File: config.mk
export PLATFORM = sky130hd
export DESIGN_NAME = sand_readout
export DESIGN_NICKNAME = d
export VERILOG_FILES = /design/src/rtl/sand_readout.sv
export SDC_FILE = /design/constraint.sdc
export NUM_CORES = 1
export LEC_CHECK = 0
export BUFFER_PORTS_ARGS = -buffer_cell sky130_fd_sc_hd__clkbuf_2
export CAP_MARGIN = 20
export CELL_PAD_IN_SITES_DETAIL_PLACEMENT = 2
export CELL_PAD_IN_SITES_GLOBAL_PLACEMENT = 2
export CORE_MARGIN = 2
export CORE_UTILIZATION = 35
export DETAILED_ROUTE_END_ITERATION = 10
export PLACE_DENSITY_LB_ADDON = 0.1
export SYNTH_ARGS = -nofsm -noshare
export SYNTH_HDL_FRONTEND = slang
export SYNTH_SLANG_ARGS = --single-unit
File: constraint.sdc
create_clock -name clk -period 2 [get_ports clk]
set_input_delay 0.4 -clock clk [delete_from_list [all_inputs] [get_ports clk]]
set_output_delay 0.4 -clock clk [all_outputs]
set_load 0.005 [all_outputs]
File: src/rtl/sand_readout.sv
// sand_readout -- settle-and-readout controller for one row of sand cells.
//
// A pass starts on start_i in IDLE. The row is watched until no cell reports
// a collapse for SETTLE_CYCLES consecutive cycles, while the number of
// collapse-active cycles is counted into aval_len_o. The settled stack values
// are then captured into a snapshot and streamed out one cell per transfer
// over a valid/ready handshake. A one-cycle done_o pulse ends the pass.
//
// Ports:
//   clk           clock, all state changes on the rising edge
//   rst_n         asynchronous active-low reset
//   start_i       request a pass (sampled only in IDLE)
//   stack_i       per-cell {collapse, stack[1:0]}, cell 0 at the LSB
//   busy_o        state is not IDLE
//   data_o        stack value of the offered cell
//   data_valid_o  data_o is valid
//   data_ready_i  consumer accepts data_o this cycle
//   last_o        offered cell is the last one in the row
//   aval_len_o    collapse-active cycle count of the most recent pass
//   done_o        one-cycle pulse at the end of a pass
//
// state  | meaning
// IDLE   | waiting for start_i
// SETTLE | counting collapse-free cycles, accumulating avalanche length
// SHIFT  | streaming the snapshot, one cell per handshake
// DONE   | single-cycle done_o pulse, then back to IDLE

module sand_readout #(
  parameter int N_CELLS       = 8,
  parameter int SETTLE_CYCLES = 2,
  parameter int AVAL_W        = 8
) (
  input  logic                   clk,
  input  logic                   rst_n,
  input  logic                   start_i,
  input  logic [3*N_CELLS-1:0]   stack_i,
  output logic                   busy_o,
  output logic [1:0]             data_o,
  output logic                   data_valid_o,
  input  logic                   data_ready_i,
  output logic                   last_o,
  output logic [AVAL_W-1:0]      aval_len_o,
  output logic                   done_o
);

  localparam int IDX_W = (N_CELLS > 1) ? $clog2(N_CELLS) : 1;
  localparam int CNT_W = $clog2(SETTLE_CYCLES + 1);
  localparam logic [IDX_W-1:0] LAST_IDX = IDX_W'(N_CELLS - 1);

  typedef enum logic [1:0] {
    IDLE   = 2'd0,
    SETTLE = 2'd1,
    SHIFT  = 2'd2,
    DONE   = 2'd3
  } state_t;

  state_t                       state;
  logic [CNT_W-1:0]             settle_cnt;
  logic [IDX_W-1:0]             idx;
  logic [N_CELLS-1:0][1:0]      snapshot;

  logic [N_CELLS-1:0][1:0]      stack_now;
  logic                         any_collapse;
  logic                         settle_done;
  logic [IDX_W-1:0]             idx_nxt;

  always_comb begin
    any_collapse = 1'b0;
    stack_now    = '0;
    for (int k = 0; k < N_CELLS; k++) begin
      stack_now[k] = stack_i[3*k +: 2];
      any_collapse = any_collapse | stack_i[3*k+2];
    end
  end

  // This collapse-free edge completes the required run of quiet cycles.
  assign settle_done = (int'(settle_cnt) + 1) >= SETTLE_CYCLES;
  assign idx_nxt     = idx + IDX_W'(1);
  assign busy_o      = (state != IDLE);

  always_ff @(posedge clk or negedge rst_n) begin
    if (!rst_n) begin
      state        <= IDLE;
      settle_cnt   <= '0;
      idx          <= '0;
      snapshot     <= '0;
      data_o       <= '0;
      data_valid_o <= 1'b0;
      last_o       <= 1'b0;
      aval_len_o   <= '0;
      done_o       <= 1'b0;
    end else begin
      case (state)
        IDLE: begin
          data_valid_o <= 1'b0;
          last_o       <= 1'b0;
          done_o       <= 1'b0;
          if (start_i) begin
            state      <= SETTLE;
            settle_cnt <= '0;
            aval_len_o <= '0;
          end
        end

        SETTLE: begin
          if (any_collapse) begin
            settle_cnt <= '0;
            if (aval_len_o != {AVAL_W{1'b1}})
              aval_len_o <= aval_len_o + AVAL_W'(1);
          end else if (settle_done) begin
            // Outputs are loaded on the capture edge so cell 0 is offered
            // in the very next cycle.
            snapshot     <= stack_now;
            idx          <= '0;
            data_o       <= stack_now[0];
            data_valid_o <= 1'b1;
            last_o       <= (N_CELLS == 1);
            state        <= SHIFT;
          end else begin
            settle_cnt <= settle_cnt + CNT_W'(1);
          end
        end

        SHIFT: begin
          if (data_ready_i) begin
            if (last_o) begin
              state        <= DONE;
              data_o       <= '0;
              data_valid_o <= 1'b0;
              last_o       <= 1'b0;
              done_o       <= 1'b1;
            end else begin
              idx    <= idx_nxt;
              data_o <= snapshot[idx_nxt];
              last_o <= (idx_nxt == LAST_IDX);
            end
          end
        end

        DONE: begin
          done_o <= 1'b0;
          state  <= IDLE;
        end

        default: begin
          state        <= IDLE;
          data_o       <= '0;
          data_valid_o <= 1'b0;
          last_o       <= 1'b0;
          done_o       <= 1'b0;
        end
      endcase
    end
  end

endmodule

==> results of run 1 <==
metrics by stage:
step | cell area, um^2 | total power, mW
finish | 2500 | 2.73
global route | 2500 | 2.94
CTS | 2500 | 2.77
detailed placement | 2390 | 2.09
global placement | 2390 | 2.02
floorplan | 2050 | 1.61
worst max-delay path: stages, from the launching register on:
cell      delay, ns
dfrtp_1        0.37
inv_1          0.07
ha_1           0.27
inv_1          0.16
a31oi_1        0.17
a221oi_1       0.38
mux2_2         0.39
power by group through the flow:
stage	combinational, mW	clock, mW	sequential (mW)
2_1_floorplan	0.704	0	0.905
3_3_place_gp	1.10	0	0.915
3_5_place_dp	1.17	0	0.923
4_1_cts	1.17	0.682	0.911
5_1_grt	1.30	0.712	0.930
6_report	1.16	0.661	0.912
cells by family after synthesis:
logic type / Yosys count / synth area share [%]
and+or+nand+nor: 54 / 14.8
AOI/OAI and AO/OA: 40 / 13.7
DFF: 36 / 43.8
muxes: 25 / 17.6
buffers and inverters: 18 / 4.32
adders and majority gates: 8 / 4.87
xor gates and xnor gates: 2 / 0.853
cells in the final DEF, fill, tap and decap left out, types with 4 or more instances in the layout:
cell	synthesis	final
dfrtp_1	36	36
mux2_4	10	10
a31oi_1	6	6
o211ai_1	4	4
buf_4	1	10
clkbuf_2	0	41
nand2_1	15	15
o41ai_1	4	4
nand3_1	15	15
clkbuf_8	0	5
or4_1	4	4
ha_1	8	8
a21oi_1	6	6
inv_1	10	10
nor2_1	4	4
mux2_2	9	9
mux4_2	4	4
per-layer routing:
layer / wire (um) / track usage (%) / share of wire (%)
met1: 2710 / 27.3 / 46
met2: 2910 / 33.9 / 50
met5: 0 / 0 / 0
met3: 192 / 4.72 / 3.3
met4: 44 / 6.61 / 0.75
sequential cells by signal, summed over array words and instances (netlist names):
name          flops
state             2
settle_cnt        2
last_o            1
snapshot         16
data_valid_o      1
aval_len_o        8
done_o            1
idx               3
data_o            2
area by class of cell:
type                       instances  share of cell area, %
multi-input combinational        129                   42.5
sequential                        36                   36.0
timing repair buffer              52                   12.0
tap                               72                   3.60
clock buffer                       5                   2.75
clock inverter                     3                   1.70
inverter                          10                   1.50
worst paths after layout:
path                                 end  slack [ns]  cells after the start
max                             state[1]         0.1                      6
min                               idx[1]        0.07                      1
max reg2reg                     state[1]         0.1                      6
min reg2reg                  snapshot[3]        0.52                      1
max in group asynchronous  aval_len_o[7]        1.45                      2
min in group clk             snapshot[4]        0.33                      2
==> run metrics, run 1 <==
I/O pin count=42; share of total power in combinational logic=42.5%; initial antenna violation count=0; CTS root buf=clkbuf_8; crit start category=flip-flop; top cell type's share of synthesized area=43.8%; top-count cell post-synth=dfrtp_1; share of flip-flops with an asynchronous set or reset=100%; syn nets=219; YS warnings=0; CP max FO=4; RSZ-0062 raised after global routing=yes; Seq. cell area=901 um^2; cells after synthesis=183; core area=5570 um^2; clk_lat worst skew=0.29 ns; Synth area leaders=dfrtp_1, mux2_4, mux2_2; cell-internal power=1.70 mW; setup ws final=0.0967 ns; DR vias/cell=5.55; Avg Inst Size Synth=11.2 um^2; Crit path required time=2.18 ns; Post-Syn Area=2050 um^2; Post-synth EDFFs=0; Area Overhead vs Synth=21.9%; skew final=0.00214 ns; switching power=1.04 mW; Die W=80.6 um; Die Y=80.6 um; Routed WL per cell=19.1 um; pin count of the biggest net entering global routing=21; outcome=completed; Post-Layout Cell Count=307; Synth cell types=45; GRT Util Overall=20.8%; WP data arrival=2.09 ns; first-pass GRT wire length=10.1 mm; Post-CTS Setup Inserts=0; Initial Util=36.9%; Leak Pwr=1.23 nW; Worst-Margin Slew=0.534 ns; hold buffer count at cts=0; sw frac=37.9%; CTS Buf Count=5; first-pass iteration count of the detailed router=4; beginning of the critical path=settle_cnt[0]; hpwl dp=4.48 mm; post-synthesis register bit count=36; DR vias=1704; Most used DFF post-synth=dfrtp_1; max_slew headroom=64.4%; Synth top cells by count=dfrtp_1, nand2_1, nand3_1; hold_ws=0.0687 ns; TritonCTS clock tree=yes; Remaining DRCs=0; Initial DRC Count=54; RR Startpoint=settle_cnt[0]; post-route ant nets=0; sequential fraction of the synthesis area=43.8%; Final Hold Vio Count=0; Worst-path clk slew=0.08 ns; row cnt=27; Fillers=611; Sequential Power Share=33.4%; Die ar.=6500 um^2; DP Cell Count=299; share of cells above drive strength 1=37.9%; maxcap violations=0; CTS resizes=0; final core utilization=44.9%; clock sinks=36; number of diodes=0; minimum clock period=1.90 ns; Multi-input gate area=1060 um^2; Max Slew Vio Count=0; Nets=270; Peak VDD IR=0.461 mV; clk buf depth=2; # port buffers=41; GP Congestion=0.774; htree depth=2; setup total negative slack=0 ns; pwr/cell area=1090 nW/um^2; Clk pwr share=24.2%; final setup fails=0; vias in the first global route=1922; Hold Path Class=primary input to asynchronous set/reset pin; routed wire length=5.86 mm; Fmax=0.525 GHz; Setup WS pre-CTS=-0.0204 ns; gr ovfl total=0; Crit Path Category=flip-flop to flip-flop; final period utilization=95.2%; kind of end point of the critical path=flip-flop; Yosys top cell by area=dfrtp_1
Note: power is estimated with default switching activity, not from simulation.
==> run 2, diff against run 1 <==
CORE_UTILIZATION = 32   (was 35)
clock period = 1.7 ns   (was 2 ns; I/O delays follow)
==> run 2 against run 1 <==
The flow now finishes with violations (negative setup slack). Clock-buffer cell count unchanged. Utilization rose by 1.0 points. Final area grew 15%. Power up 38%. Die area up 8.9%. Register-to-register slack lost 0.099 ns. Sequential share of layout area down 4.7 points. Clock skew up 0.0078 ns. Sequential power rose by 18%. Non-clock buffer count is 26 higher. Sequential cell count is the same. Critical path type unchanged. Highest routed layer unchanged.
==> run metrics, run 2 (synthesis gave the netlist of run 1 again) <==
Largest register FFs=16 (unchanged); WP data arrival=1.93 ns (-0.16 ns); CP max FO=5 (+1); Fillers=668 (+9.3%); GP Congestion=0.786 (+1.6%); Routed WL per cell=20.0 um (+4.6%); skew final=0.00996 ns (+0.00782 ns); minimum clock period=1.70 ns (-0.201 ns); Peak VDD IR=0.706 mV (+53%); maxcap violations=0 (unchanged); initial antenna violation count=0 (unchanged); CP cell instances=inv_2, ha_4, inv_4, or3_1, or4_1, nand3_1; Initial DRC Count=49 (-9.3%); PnR Total Power=3.77 mW (+38%); Worst path top cell family by delay=simple AND/OR/NAND/NOR gates; pin count of the biggest net entering global routing=20 (-4.8%); commonest non-fill, non-tap cell in the layout=clkbuf_2; outcome=finished, violations left; CTS Buf Count=5 (unchanged); Initial Util=32.7% (-4.1 points); Setup WS pre-CTS=-0.260 ns (-0.239 ns); post-route ant nets=0 (unchanged); Leak Pwr=1.38 nW (+12%); violated checks=negative setup slack; clock sinks=36 (unchanged); Die Y=84.1 um (+4.4%); DR vias/cell=5.41 (-2.5%); TritonCTS clock tree=yes; setup ws final=-0.00195 ns (-0.0987 ns); hold buffer count at cts=0 (unchanged); Top reg by flops=snapshot; Max Slew Vio Count=0 (unchanged); routed wire length=6.77 mm (+15%); # port buffers=41 (unchanged); GRT Util Overall=19.3% (-1.5 points); commonest cells after routing, fill and taps aside=clkbuf_2, dfrtp_1, buf_4; Area Overhead vs Synth=40.4%; pwr/cell area=1310 nW/um^2 (+20%); Die W=84.1 um (+4.4%); Nets=297 (+10%); design area=2890 um^2 (+15%); Hold Path Class=primary input to asynchronous set/reset pin; hpwl dp=4.80 mm (+7.1%); CTS root buf=clkbuf_8; setup total negative slack=-0.00195 ns (-0.00195 ns); max_slew headroom=65.2% (+0.86 points); final core utilization=46.0% (+1.0 points); RSZ-0062 raised after global routing=yes; number of diodes=0 (unchanged); final setup fails=1 (+1); gr ovfl total=0 (unchanged); Regs by FF count=snapshot x16, aval_len_o x8, idx x3; Die ar.=7080 um^2 (+8.9%); htree depth=2 (unchanged); kind of end point of the critical path=flip-flop; vias in the first global route=2108 (+9.7%); cell with the largest stage delay on the worst path=or4_1; Worst-path clk slew=0.08 ns (about the same); share of cells above drive strength 1=51.9% (+14 points); Fmax=0.588 GHz (+12%); core area=6280 um^2 (+13%); Crit Path Category=flip-flop to flip-flop; final period utilization=100% (+4.9 points); crit start category=flip-flop; I/O pin count=42 (unchanged); Worst-Margin Slew=0.521 ns (-0.0130 ns); Post-Place Cell Area=2550 um^2 (+6.5%); clk_lat worst skew=0.29 ns (about the same); crit-path max cell delay=0.42 ns (+0.03 ns); clk buf depth=2 (unchanged); Crit path required time=1.92 ns (-0.26 ns); first-pass GRT wire length=10.8 mm (+6.1%); CP Buf/Inv Count=2 (unchanged); DR vias=1834 (+7.6%); Remaining DRCs=0 (unchanged); row cnt=29 (+7.4%); Final Hold Vio Count=0 (unchanged); first-pass iteration count of the detailed router=4 (unchanged)
==> run 2: where the power goes <==
part / switching [mW] / internal, mW
Combinational: 0.973 / 0.954
Clock: 0.334 / 0.435
Sequential: 0.113 / 0.966
==> run 2: per-stage QoR <==
| step | instances | hold slack (ns) |
|---|---|---|
| CTS | 336 | 0.0160 |
| floorplan | 183 | 0.0444 |
| global route | 339 | 0.0243 |
| detailed placement | 324 | 0.333 |
| finish | 339 | 0.00706 |
| global placement | 324 | 0.326 |
==> run 2: area by class of cell <==
type / instances / area, um^2 / area share [%]
multi-input combinational: 130 / 1230 / 42.8
sequential: 36 / 902 / 31.3
timing repair buffer: 78 / 499 / 17.3
tap: 77 / 96.3 / 3.34
clock buffer: 5 / 68.8 / 2.39
clock inverter: 3 / 42.5 / 1.47
inverter: 10 / 42.5 / 1.47
==> run 2: path summary, 6_finish.rpt <==
check / slack, ns / start / cells after the start / end
hold reg to reg: 0.52 / snapshot[6] / 1 / snapshot[6]
min in group clk: 0.28 / stack_i[19] / 2 / snapshot[13]
max in group asynchronous: 1.17 / rst_n / 2 / state[0]
setup reg to reg: -0.002 / state[1] / 6 / aval_len_o[7]
setup / recovery: -0.002 / state[1] / 6 / aval_len_o[7]
hold / removal: 0.007 / rst_n / 1 / snapshot[10]
==> run 2: what timing repair did <==
| action | in CTS | in global routing |
|---|---|---|
| gates resized for setup | 21 | 16 |
| cloned | 1 | 0 |
| pin swaps | 2 | 1 |
| endpoints found under the setup margin | 25 | 13 |
| buffers inserted | 3 | 3 |
==> run 2: metal layers <==
metal | GRT usage, % | part of all wire (%) | vias to the layer above
met4 | 4.84 | 1.2 | 0
met3 | 3.56 | 2.9 | 8
met1 | 22.4 | 41 | 940
met5 | 0 | 0 | -
li1 | - | - | 846
met2 | 36.3 | 55 | 40
==> run 3, diff against run 2 <==
--- a/config.mk
+++ b/config.mk
@@ -14,3 +14,3 @@
 export DETAILED_ROUTE_END_ITERATION = 10
-export PLACE_DENSITY_LB_ADDON = 0.1
+export PLACE_DENSITY_LB_ADDON = 0.2
 export SYNTH_ARGS = -nofsm -noshare
--- a/constraint.sdc
+++ b/constraint.sdc
@@ -3,2 +3,2 @@
 set_output_delay 0.34 -clock clk [all_outputs]
-set_load 0.005 [all_outputs]
+set_load 0.02 [all_outputs]
==> run 3 against run 2 <==
The run now ends clean. Power fell by 2.2%. Utilization fell by 1.2 points. Global-route usage rose by 0.67 points. Via count fell by 0.55%. Clock skew fell by 0.0063 ns. Largest power group unchanged.
==> run metrics, run 3 (synthesis gave the netlist of run 1 again) <==
core area=6280 um^2 (unchanged); Leak Pwr=1.33 nW (-3.7%); pwr/cell area=1320 nW/um^2 (+0.52%); outcome=completed; commonest non-fill, non-tap cell in the layout=clkbuf_2; minimum clock period=1.69 ns (-0.0108 ns); Max Slew Vio Count=0 (unchanged); gr ovfl total=0 (unchanged); GRT Util Overall=20.0% (+0.67 points); Area Overhead vs Synth=36.7%; CP max FO=3 (-2); pin count of the biggest net entering global routing=37 (+85%); Routed WL per cell=20.3 um (+1.7%); final period utilization=99.5% (-0.64 points); DR vias/cell=5.44 (+0.64%); Top reg by flops=snapshot; PnR Total Power=3.69 mW (-2.2%); WP data arrival=1.93 ns (about the same); hpwl dp=4.75 mm (-1.1%); clk_lat worst skew=0.30 ns (about the same); Die ar.=7080 um^2 (unchanged); GP Congestion=0.791 (+0.65%); # port buffers=41 (unchanged); final setup fails=0 (-1); Post-Layout Cell Count=335 (-1.2%); share of total power in combinational logic=53.2% (+2.2 points); switching power=1.53 mW (+8.0%); commonest cells after routing, fill and taps aside=clkbuf_2, dfrtp_1, buf_4; vias in the first global route=2117 (+0.43%); skew final=0.00367 ns (-0.00629 ns); kind of end point of the critical path=flip-flop; I/O pin count=42 (unchanged); htree depth=2 (unchanged); max_slew headroom=71.8% (+6.6 points); Fmax=0.591 GHz (+0.64%); Hold Path Class=primary input to flip-flop; DR vias=1824 (-0.55%); Worst-path clk slew=0.08 ns (about the same); Worst-Margin Slew=0.419 ns (-0.102 ns); routed wire length=6.80 mm (+0.49%); Remaining DRCs=0 (unchanged); Crit path required time=1.94 ns (+0.02 ns); sw frac=41.6% (+3.9 points); first-pass GRT wire length=11.2 mm (+4.6%); Initial Util=32.7% (unchanged); clk buf depth=2 (unchanged); Final Hold Vio Count=0 (unchanged); DP Cell Count=321 (-0.93%); maxcap violations=0 (unchanged); Crit Path Category=flip-flop to flip-flop; CTS root buf=clkbuf_8; RSZ-0062 raised after global routing=yes; Clk pwr share=17.9% (-2.5 points); Fillers=659 (-1.3%); first-pass iteration count of the detailed router=4 (unchanged); Die W=84.1 um (unchanged); CTS Buf Count=5 (unchanged); TritonCTS clock tree=yes; Regs by FF count=snapshot x16, aval_len_o x8, idx x3; Nets=293 (-1.3%); clock sinks=36 (unchanged); Peak VDD IR=0.573 mV (-19%); cell-internal power=2.16 mW (-8.3%); Die Y=84.1 um (unchanged); share of cells above drive strength 1=51.2% (-0.75 points); crit start category=flip-flop; number of diodes=0 (unchanged); initial antenna violation count=0 (unchanged); Largest register FFs=16 (unchanged); Initial DRC Count=61 (+24%); Sequential Power Share=28.9% (+0.3 points); post-route ant nets=0 (unchanged); row cnt=29 (unchanged)
[run 3: repair_timing]
action,in CTS,in global routing
hold buffers,1,0
gates cloned,1,0
setup endpoints to repair,30,18
hold endpoints to repair,4,0
pin swaps,3,1
setup buffers,3,1
gates resized for setup,18,11
[run 3: critical path, stage by stage, from the launching register on]
cell and delay [ns]:
dfrtp_1 0.38, inv_2 0.07, ha_4 0.18, mux2i_2 0.17, or3_1 0.32, or4_4 0.41
nand3_1 0.09
[run 3: area by class of cell]
| cell class | instances | area (um^2) | share of cell area (%) |
|---|---|---|---|
| Sequential cell | 36 | 903 | 32.2 |
| Tap cell | 77 | 96.3 | 3.43 |
| Multi-Input combinational cell | 130 | 1190 | 42.4 |
| Clock buffer | 5 | 68.8 | 2.45 |
| Timing Repair Buffer | 74 | 484 | 17.2 |
| Clock inverter | 3 | 23.8 | 0.847 |
| Inverter | 10 | 40.0 | 1.43 |
[run 3: worst paths after layout]
path                             start       endpoint  slack, ns  cells after the start
hold / removal              stack_i[4]    snapshot[3]       0.27                      2
max in group asynchronous        rst_n  aval_len_o[1]       0.94                      3
hold reg to reg            snapshot[1]    snapshot[1]       0.51                      1
setup reg to reg              state[0]  aval_len_o[7]      0.009                      6
setup / recovery              state[0]  aval_len_o[7]      0.009                      6
min in group asynchronous        rst_n      data_o[1]       0.55                      3
[run 3: stage by stage]
stage	utilization (%)	cell area [um^2]	setup TNS [ns]	hold WS (ns)	setup WS [ns]
2_1_floorplan	-	2060	-0.788	0.0444	-0.0788
3_3_place_gp	40.5	2540	-4.56	0.324	-0.210
3_5_place_dp	40.5	2540	-5.84	0.328	-0.281
4_1_cts	43.8	2750	-0.0103	0.263	-0.0103
5_1_grt	44.7	2810	-0.188	0.255	-0.0731
6_report	44.7	2810	0	0.268	0.00885
[run 3: power by group through the flow]
stage	clock network, mW	registers [mW]	logic [mW]
6_report	0.659	1.07	1.96
5_1_grt	0.713	1.08	2.13
4_1_cts	0.671	1.06	1.88
3_5_place_dp	0	1.08	1.66
3_3_place_gp	0	1.07	1.54
2_1_floorplan	0	1.13	0.855
[run 3: per-layer routing]
layer | GRT usage (%) | vias to the layer above | wire, um
met5 | 0 | - | 0
met1 | 25.3 | 938 | 2860
met4 | 5.28 | 0 | 65
met3 | 4.45 | 6 | 251
met2 | 34.5 | 39 | 3630
li1 | - | 841 | -
